## src/rtl/wb_intctrl.sv

```systemverilog
// rtl/wb_intctrl.sv - Wishbone interrupt controller with level/edge sources and vectored priority output
// Optional feature: define INTCTRL_NMI_EN to make source 0 non-maskable.
module wb_intctrl #(
    parameter int NSRC     = 8,
    parameter int VECW     = 4,
    parameter int VEC_BASE = 1
) (
    input  logic            clk_i,
    input  logic            rst_i,
    input  logic            cyc_i,
    input  logic            stb_i,
    input  logic            we_i,
    input  logic [2:0]      adr_i,
    input  logic [3:0]      sel_i,
    input  logic [31:0]     dat_i,
    output logic [31:0]     dat_o,
    output logic            ack_o,
    input  logic [NSRC-1:0] src_i,
    input  logic            int_en_i,
    output logic [VECW-1:0] irq_o,
    output logic            irq_valid_o
);

    localparam logic [2:0] ADR_PENDING = 3'd0;
    localparam logic [2:0] ADR_MASK    = 3'd1;
    localparam logic [2:0] ADR_MODE    = 3'd2;
    localparam logic [2:0] ADR_VECTOR  = 3'd3;
    localparam logic [2:0] ADR_RAW     = 3'd4;

`ifdef INTCTRL_NMI_EN
    localparam bit NMI_EN = 1'b1;
`else
    localparam bit NMI_EN = 1'b0;
`endif

    // Bit 0 set only when source 0 is the non-maskable source.
    localparam logic [NSRC-1:0] NMI_BITS = NSRC'(NMI_EN);

    // Replace the selected byte lanes of old_v with the matching lanes of new_v.
    function automatic logic [31:0] lane_merge(input logic [31:0] old_v,
                                               input logic [31:0] new_v,
                                               input logic [3:0]  sel);
        logic [31:0] res;
        res = old_v;
        for (int b = 0; b < 4; b++) begin
            if (sel[b]) begin
                res[8*b +: 8] = new_v[8*b +: 8];
            end
        end
        return res;
    endfunction

    logic [NSRC-1:0] pending_q, pending_d;
    logic [NSRC-1:0] mask_q,    mask_d;
    logic [NSRC-1:0] mode_q,    mode_d;
    logic [NSRC-1:0] src_q,     src_d;
    logic [VECW-1:0] irq_q,     irq_d;
    logic            ack_q,     ack_d;
    logic [31:0]     dat_q,     dat_d;

    logic            bus_req;
    logic            wr_commit;
    logic [NSRC-1:0] mask_rd;
    logic [NSRC-1:0] mask_wr;
    logic [NSRC-1:0] mode_wr;
    logic [NSRC-1:0] w1c_bits;
    logic [NSRC-1:0] clr_bits;
    logic [NSRC-1:0] edge_set;
    logic [NSRC-1:0] cand;
    logic            nmi_hit;
    logic [31:0]     rd_word;

    // Bus handshake: sample a new request when no ack is outstanding; writes
    // take effect at the end of the ack cycle so an aborted cycle writes nothing.
    always_comb begin
        bus_req   = cyc_i & stb_i;
        ack_d     = bus_req & ~ack_q;
        wr_commit = ack_q & bus_req & we_i;
        mask_rd   = mask_q | NMI_BITS;
        mask_wr   = NSRC'(lane_merge(32'(mask_q), dat_i, sel_i));
        mode_wr   = NSRC'(lane_merge(32'(mode_q), dat_i, sel_i));
        w1c_bits  = NSRC'(lane_merge(32'd0, dat_i, sel_i));
    end

    // Read mux; read data is captured when the request is sampled and shown in the ack cycle.
    always_comb begin
        rd_word = 32'd0;
        case (adr_i)
            ADR_PENDING: rd_word = 32'(pending_q);
            ADR_MASK:    rd_word = 32'(mask_rd);
            ADR_MODE:    rd_word = 32'(mode_q);
            ADR_VECTOR:  rd_word = 32'(irq_q);
            ADR_RAW:     rd_word = 32'(src_i);
            default:     rd_word = 32'd0;
        endcase
        dat_d = (ack_d & ~we_i) ? rd_word : 32'd0;
    end

    // Configuration registers; the NMI bit of MASK is never stored.
    always_comb begin
        mask_d = mask_q;
        mode_d = mode_q;
        if (wr_commit && adr_i == ADR_MASK) begin
            mask_d = mask_wr & ~NMI_BITS;
        end
        if (wr_commit && adr_i == ADR_MODE) begin
            mode_d = mode_wr;
        end
    end

    // Pending: level bits follow the registered source, edge bits latch rising
    // edges (set beats clear), level->edge switch clears, edge->level reloads.
    always_comb begin
        src_d    = src_i;
        edge_set = src_i & ~src_q;
        clr_bits = (wr_commit && adr_i == ADR_PENDING) ? w1c_bits : '0;
        pending_d = (~mode_d & src_i)
                  | (mode_d & mode_q & (edge_set | (pending_q & ~clr_bits)));
    end

    // Priority encoder: lowest index wins, scanned so the lowest index is applied last.
    always_comb begin
        cand    = pending_q & mask_q & {NSRC{int_en_i}};
        nmi_hit = NMI_EN & pending_q[0];
        irq_d   = '0;
        for (int i = NSRC - 1; i >= 0; i--) begin
            if (cand[i]) begin
                irq_d = VECW'(VEC_BASE + i);
            end
        end
        if (nmi_hit) begin
            irq_d = VECW'(VEC_BASE);
        end
    end

    // State registers with asynchronous reset.
    always_ff @(posedge clk_i or posedge rst_i) begin
        if (rst_i) begin
            pending_q <= '0;
            mask_q    <= '0;
            mode_q    <= '0;
            src_q     <= '0;
            irq_q     <= '0;
            ack_q     <= 1'b0;
            dat_q     <= 32'd0;
        end else begin
            pending_q <= pending_d;
            mask_q    <= mask_d;
            mode_q    <= mode_d;
            src_q     <= src_d;
            irq_q     <= irq_d;
            ack_q     <= ack_d;
            dat_q     <= dat_d;
        end
    end

    // Ack is dropped the moment the master abandons the cycle.
    always_comb begin
        ack_o       = ack_q & cyc_i & stb_i;
        dat_o       = ack_o ? dat_q : 32'd0;
        irq_o       = irq_q;
        irq_valid_o = |irq_q;
    end

endmodule

```

## config.mk

```make
export PLATFORM = sky130hd
export DESIGN_NAME = wb_intctrl
export DESIGN_NICKNAME = d
export VERILOG_FILES = /design/src/rtl/wb_intctrl.sv
export SDC_FILE = /design/constraint.sdc
export NUM_CORES = 1
export LEC_CHECK = 0
export CORE_MARGIN = 2
export CORE_UTILIZATION = 40
export DETAILED_ROUTE_END_ITERATION = 8
export GPL_TIMING_DRIVEN = 0
export PLACE_DENSITY_LB_ADDON = 0.12
export SLEW_MARGIN = 40
export SYNTH_ARGS = -nofsm -noshare
export SYNTH_HDL_FRONTEND = slang
export SYNTH_SLANG_ARGS = --single-unit
export TNS_END_PERCENT = 1
```

## constraint.sdc

```tcl
create_clock -name clk_i -period 1.9 [get_ports clk_i]
set_input_delay 0.475 -clock clk_i [delete_from_list [all_inputs] [get_ports clk_i]]
set_output_delay 0.475 -clock clk_i [all_outputs]
set_load 0.1 [all_outputs]
```

## After elaboration in Yosys (flattened, before gate mapping)

Cells that the tools add are included.

| storage, ports and cells | value |
|---|---|
| logic and storage cells | 53 |
| bits in registers | 69 |

| operators by class | value |
|---|---|
| multiplexer cells | 15 |
| equality and inequality tests | 4 |
| reductions and logical operators | 6 |
| bitwise operators | 21 |

Operators by type and width:

| kind | count |
|---|---|
| $mux W32 | 2 |
| $and A8 B8 Y8 | 7 |
| $pmux W8 S5 | 1 |
| $mux W4 | 8 |
| $mux W8 | 4 |
| $not A8 Y8 | 3 |
| $or A8 B8 Y8 | 2 |
| $and A1 B1 Y1 | 7 |
| $eq A3 B2 Y1 const B | 2 |
| $reduce_or A4 Y1 | 1 |
| $eq A3 B1 Y1 const B | 1 |
| $eq A3 B3 Y1 const B | 1 |
| $logic_and A1 B1 Y1 | 3 |
| $logic_not A3 Y1 | 1 |
| $not A1 Y1 | 2 |
| $reduce_and A2 Y1 | 1 |

## Longest topological paths before layout

Gate-level depths: netlist of the first run.

| logic depth | value |
|---|---|
| depth after elaboration | 10 |
| mapped depth | 6 |
| mapped depth without buffers | 5 |

## Worst setup path before layout of the first run

OpenSTA, ideal clock, no wires.

| timing | value |
|---|---|
| path type | in2out |
| from | input port cyc_i |
| to | output port dat_o[0] |
| arrival | 2109 ps |
| setup slack | -684 ps |
| stages on the path | 4 |
| required time | 1425 ps |
| buffers on the path | 1 |
| path through | nand3_1 inv_2 buf_2 and2_1 |

| between the ends | value |
|---|---|
| word-level cells in the longest chain between the ends | 3 |

RTL lines:

| item | line | text |
|---|---|---|
| start, declared | 10 | `input logic cyc_i,` |
| $and A1 B1 Y1 (2 in series) | 159 | `ack_o = ack_q & cyc_i & stb_i;` |
| net ack_o | 17 | `output logic ack_o,` |
| $mux W32 | 160 | `dat_o = ack_o ? dat_q : 32'd0;` |
| end, declared | 16 | `output logic [31:0] dat_o,` |

The timed path passes the listed nets, and every way through them passes these cells.

## Final worst setup path of the first run

| timing | value |
|---|---|
| from | register irq_q[3], in the netlist irq_o[3] |
| to | output port irq_valid_o |

| between the ends | value |
|---|---|
| word-level cells in the longest chain between the ends | 1 |

RTL lines:

| item | line | text |
|---|---|---|
| start, declared | 57 | `logic [VECW-1:0] irq_q, irq_d;` |
| start signal, assigned | 151 | `irq_q <= irq_d;` |
| $reduce_or A4 Y1 | 162 | `irq_valid_o = \|irq_q;` |
| end, declared | 21 | `output logic irq_valid_o` |

No other way between the ends.

==> results of run 1 <==
-- worst register-to-register path: stages, from the launching register on --
cell and delay (ns):
dfrtp_1 0.41, nand3_4 0.11, inv_4 0.07, buf_4 0.14, nand3_1 0.18, buf_2 0.30
mux2_2 0.36
-- metrics by stage --
stage,setup TNS (ns),hold slack [ns],setup slack (ns)
5_1_grt,-0.1276,0.4422,-0.05866
3_3_place_gp,-59.62,0.4368,-1.416
3_5_place_dp,-26.01,0.4402,-0.8194
6_report,-0.02917,0.4344,-0.02917
2_1_floorplan,-0.06730,0.4128,-0.01341
4_1_cts,-0.04282,0.4793,-0.04282
-- layer usage --
| metal | track usage (%) | part of all wire (%) | up-vias |
|---|---|---|---|
| li1 | - | - | 1059 |
| met1 | 26.64 | 46 | 1073 |
| met2 | 30.91 | 48 | 70 |
| met3 | 3.858 | 4.9 | 6 |
| met4 | 5.279 | 1.0 | 0 |
| met5 | 0 | 0 | - |
-- cells in the final DEF, fill, tap and decap left out, drive strengths merged, types with 3 or more instances in the layout --
cell / instances
nor2b: 3
nor2: 12
conb: 24
a31oi: 5
a22oi: 7
nand3: 7
nand4b: 6
nor3: 3
dfrtp: 45
clkbuf: 15
nand2: 22
mux2: 11
nand2b: 10
a2bb2oi: 5
buf: 47
and2: 9
a21oi: 17
o21ai: 7
a222oi: 4
a22o: 4
clkdlybuf4s50: 20
inv: 12
o211ai: 6
nand3b: 3
nor4b: 4
mux2i: 5
nand4: 3
-- state kept, by name, indices dropped and copies added (netlist names) --
register	count
dat_q	8
mask_q	8
mode_q	8
pending_q	8
src_q	8
irq_o	4
ack_q	1
-- area by class of cell --
class,instances,area share (%)
Clock buffer,8,2.650
Timing Repair Buffer,44,14.43
Buffer,32,6.772
Inverter,12,1.472
Multi-Input combinational cell,197,38.57
Sequential cell,45,33.27
Tap cell,77,2.834
-- power by group --
group / leakage, nW / switching (mW) / internal (mW) / total, mW
logic: 0.938 / 0.410 / 0.174 / 0.584
clock network: 0.0455 / 0.319 / 0.297 / 0.616
registers: 0.581 / 0.0346 / 0.995 / 1.03
-- timing repair --
item | CTS | global route
cloned | 0 | 0
endpoints found under the setup margin | 39 | 27
pin swaps | 1 | 10
setup buffers | 2 | 2
resized for setup | 56 | 7
-- final timing paths --
check                                           end  slack, ns  depth (start not counted)
worst max-delay path                    irq_valid_o      -0.03                          2
worst min-delay path                ack_q$_DFF_PP0_       0.43                          3
worst max register to register  mode_q[6]$_DFF_PP0_       0.22                          6
worst min register to register      ack_q$_DFF_PP0_       0.50                          1
max in group asynchronous        irq_o[2]$_DFF_PP0_       1.01                          3
min in group asynchronous       mode_q[0]$_DFF_PP0_       0.47                          2
-- cell families (layout without fill, tap and decap cells) --
family	after synthesis	count (layout)	share of synthesized area, %
and+or+nand+nor	91	91	20.83
AOI/OAI and AO/OA	66	66	17.83
buffers and inverters	44	96	10.17
muxes	16	16	6.827
other	1	24	0.1472
DFF	45	45	44.20
==> metrics.csv, run 1 <==
metric,value,unit
synth_top_area_share,44.20,%
die-area,0.007023,sq mm
hold_viol_final,0,
gp_congestion,0.8937,
end_kind,output port,
hp-start,stb_i,
fillers,602,
num_antenna_cells,0,
cts_tree,done,
setup_viol,1,
die_w,83.81,microns
dr.pass1.iters,5,
multiInputGateArea,0.001311,sq mm
hold_path.class,in -> reg,
yosysMostFrequentCell,dfrtp_1,
timing.fmax,0.5184,GHz
routed-via-count,2208,
avgViaCountPerCell,5.320,
setup_slack,-0.02917,ns
critPathMaxStageDelay,0.55,ns
place_area,0.003108,sq mm
drc,0,
fp.coreArea,0.006241,sq mm
rows,29,
finalClockSkew,0.003614,ns
violations,negative setup slack,
ys_seq_area_share,44.20,%
hold_buffers,0,
crit_arrival,1.45,ns
synthFlopType,dfrtp_1,
ant_nets,0,
drv_slew,0,
grt_util_all_layers,19.25,%
critPathRequiredTime,1.42,ns
cts_root_buffer,clkbuf_8,
finalInstanceArea,0.003400,sq mm
rsz0062_at_grt,yes,
grt_pass1_vias,2116,
crit_path_start_kind,register,
synth_cells,263,
dp.cells,403,
crit_chain,or4_4 -> buf_12,
grt_pass1_wl,10700,microns
overflow,0,
wirelength,6540,microns
p_leak,1.564,nW
finalPower,2.229,mW
synth-edff-count,0,
drt_iter0_drc,146,
htreeDepth,2,
die_height,83.81,microns
status,finished with violations,
critPathSlowestCell,or4_4,
ys_types,46,
finalNonFillerCells,415,
syn_to_final_growth,33.45,%
path_delay_family,simple AND/OR/NAND/NOR gates,
startpoint,irq_o[3]$_DFF_PP0_,
path_max_fanout,3,
cap_viol_max_count,0,
synth_area,0.002547,sq mm
yosys_register_bits,45,
reg2reg_from,ack_q$_DFF_PP0_,
synth.area.top_cells,"dfrtp_1 (44%), buf_4 (7.1%), mux2_2 (4.9%)",
regArea,0.001131,sq mm
clock_latency,0.30,ns
nets,390,
ys_warn_count,0,
antenna_found_initial,0,
place_hpwl,4854,microns
synth_area_leader_cell,dfrtp_1,
drive_gt1_share,27.22,%
synth_common_cells,"dfrtp_1 (45), buf_4 (24), nand2_1 (21)",
ir_drop,353.4,uV
path_class,reg -> out,
clockBufferDepth,2,
synth_area_per_cell,9.686,sq um
async_reset_ff_share,100.0,%
post-route-period-util,101.5,%
p_per_area,655.7,mW/mm^2
grt_max_degree,26,
fin_crit,1.929,ns
portBuffers,39,
critPathBufInv,1,
cts_sinks,45,
numCtsBuffers,5,
clk_pin_slew,0.08,ns
num_io_pins,91,
final_util,54.47,%
start_util,40.82,%
post_drt_wl_per_cell,15.76,microns
Note: power is estimated with default switching activity, not from simulation.
==> run 2, diff against run 1 <==
- CTS_BUF_LIST: default -> sky130_fd_sc_hd__clkbuf_16
- PLACE_DENSITY: default -> 0.8
- PLACE_DENSITY_LB_ADDON: 0.12 -> default
==> metrics.csv, run 2 (synthesized netlist as in run 1, its figures left out) <==
metric,value,unit,change
status,finished with violations,,unchanged
violations,negative setup slack,,unchanged
worstReg2RegEnd,mode_q[6]$_DFF_PP0_,,unchanged
switching_share,31.13,%,was 34.23%
hold_viol_final,0,,unchanged
num_antenna_cells,0,,unchanged
crit_arrival,1.46,ns,was 1.45 ns
path_class,reg -> out,,unchanged
fin_crit,1.938,ns,was 1.929 ns
fp.coreArea,0.006241,sq mm,unchanged
fillers,555,,was 602
reg2reg_from,ack_q$_DFF_PP0_,,unchanged
die-area,0.007023,sq mm,unchanged
combPwrFrac,22.6,%,was 26.2%
overflow,0,,unchanged
regArea,0.001131,sq mm,unchanged
multiInputGateArea,0.001310,sq mm,was 0.001311 sq mm
grt_util_all_layers,19.83,%,was 19.25%
r2r_cells,6,,unchanged
final_common_cell,dfrtp_1,,unchanged
finalSetupTns,-0.03774,ns,was -0.02917 ns
critPathMaxStageDelay,0.55,ns,about the same
cap_viol_max_count,0,,unchanged
grt_pass1_vias,2231,,was 2116
finalClockSkew,0.004572,ns,was 0.003614 ns
crit_chain,or4_4 -> buf_8,,was or4_4 -> buf_12
die_height,83.81,microns,unchanged
die_w,83.81,microns,unchanged
clockBufferDepth,2,,unchanged
post_drt_wl_per_cell,16.40,microns,was 15.76 microns
hold_path.class,reg -> reg,,was in -> reg
num_io_pins,91,,unchanged
wirelength,6824,microns,was 6540 microns
final_cell_mix,"dfrtp_1 (41), buf_4 (30), conb_1 (24), nand2_1 (21), clkdlybuf4s50_1 (20)",,"was dfrtp_1 (41), buf_4 (29), conb_1 (24), nand2_1 (21), clkdlybuf4s50_1 (20)"
path_max_fanout,3,,unchanged
end_kind,output port,,unchanged
cts_sinks,45,,unchanged
dr.pass1.iters,7,,was 5
ir_drop,449.1,uV,was 353.4 uV
crit_path_start_kind,register,,unchanged
seqPwrFrac,40.0,%,was 46.2%
critPathRequiredTime,1.42,ns,about the same
gp_congestion,0.8591,,was 0.8937
p_leak,1.630,nW,was 1.564 nW
rsz0062_at_grt,yes,,unchanged
post-route-period-util,102.0,%,was 101.5%
grt_pass1_wl,11050,microns,was 10700 microns
p_per_area,737.9,mW/mm^2,was 655.7 mW/mm^2
htreeDepth,2,,unchanged
antenna_found_initial,0,,unchanged
tightest_slew,0.5451,ns,
avgViaCountPerCell,5.659,,was 5.320
portBuffers,39,,unchanged
net-switching-power,0.8042,mW,was 0.7631 mW
timing.fmax,0.5161,GHz,was 0.5184 GHz
routed-via-count,2354,,was 2208
critPathSlowestCell,or4_4,,unchanged
cts_tree,done,,unchanged
startpoint,irq_o[3]$_DFF_PP0_,,unchanged
cts_root_buffer,clkbuf_16,,was clkbuf_8
r2r_slack,0.29,ns,was 0.22 ns
numCtsBuffers,5,,unchanged
max_slew_margin,63.66,%,
drc,0,,unchanged
syn_to_final_growth,37.43,%,was 33.45%
intPower,1.779,mW,was 1.466 mW
clk_pin_slew,0.06,ns,was 0.08 ns
place_hpwl,4646,microns,was 4854 microns
clock_latency,0.29,ns,was 0.30 ns
nets,391,,was 390
grt_max_degree,46,,was 26
start_util,40.82,%,unchanged
drt_iter0_drc,306,,was 146
final_util,56.09,%,was 54.47%
holdPathStages,1,,was 3
setup_slack,-0.03774,ns,was -0.02917 ns
setup_viol,1,,unchanged
drv_slew,0,,unchanged
drive_gt1_share,27.14,%,was 27.22%
clock_power_share,37.4,%,was 27.6%
rows,29,,unchanged
cp-endpoint,irq_valid_o,,unchanged
ant_nets,0,,unchanged
## run 2: cell types whose count changed in the layout (fill, tap and decap cells not counted), sizes merged
cell,change
clkbuf,-6
clkdlybuf4s15,+1
clkinv,+1
dlymetal6s2s,+2
bufinv,+1
buf,+1
inv,+1
## run 2: stage by stage
step	std cells	area, sq um	hold slack, ns	setup WS, ns	power [mW]
6_report	416	3501	0.4689	-0.03774	2.583
5_1_grt	416	3501	0.5019	-0.05433	2.665
4_1_cts	415	3463	0.4632	-0.1120	2.584
3_5_place_dp	402	3088	0.4348	-0.8113	1.604
3_3_place_gp	402	3156	0.4289	-1.394	1.603
2_1_floorplan	286	2669	0.4128	-0.01341	1.475
## run 2: worst min path at each step
stage                     slack, ns            start              end
after CTS                      0.46  ack_q$_DFF_PP0_  ack_q$_DFF_PP0_
after floorplan                0.41  ack_q$_DFF_PP0_  ack_q$_DFF_PP0_
after global placement         0.43  ack_q$_DFF_PP0_  ack_q$_DFF_PP0_
after detailed placement       0.43  ack_q$_DFF_PP0_  ack_q$_DFF_PP0_
final                          0.47  ack_q$_DFF_PP0_  ack_q$_DFF_PP0_
after global routing           0.50  ack_q$_DFF_PP0_  ack_q$_DFF_PP0_
## run 2: worst max-delay path: cells and delay by family (launching register included)
kind	cells	cell delay (ns)
and+or+nand+nor	1	0.55
buffers and inverters	1	0.19
DFF	1	0.43
## run 2: layer usage
metal  vias up  global-route usage, %  share of wire, %
li1       1067                      -                 -
met1      1137                  23.56                39
met2       130                  34.47                51
met3        20                  5.045               7.8
met4         0                  7.478               2.1
met5         -                      0                 0
## run 2: power groups by stage
stage	clock network [mW]	registers (mW)	logic [mW]
after floorplan	0	1.06	0.415
after global placement	0	1.05	0.557
after detailed placement	0	1.05	0.557
after CTS	0.979	1.03	0.575
after global routing	1.02	1.04	0.614
final	0.967	1.03	0.584
## run 2: cell type report
type                    count  area share (%)
multi-input cells         197           37.42
flip-flops and latches     45           32.31
repair buffers             45           14.65
plain buffers              32           6.791
clock buffers               5           3.574
well taps                  77           2.752
inverters                  12           1.430
clock inverters             3           1.072
## run 2: repair_timing
item                                   in CTS  in global routing
hold buffers                                0                  0
pin swaps                                   1                  1
gates cloned                                0                  0
endpoints found under the hold margin       0                  0
setup endpoints to repair                  39                 29
gates resized for setup                    55                  5
setup buffers                               5                  1
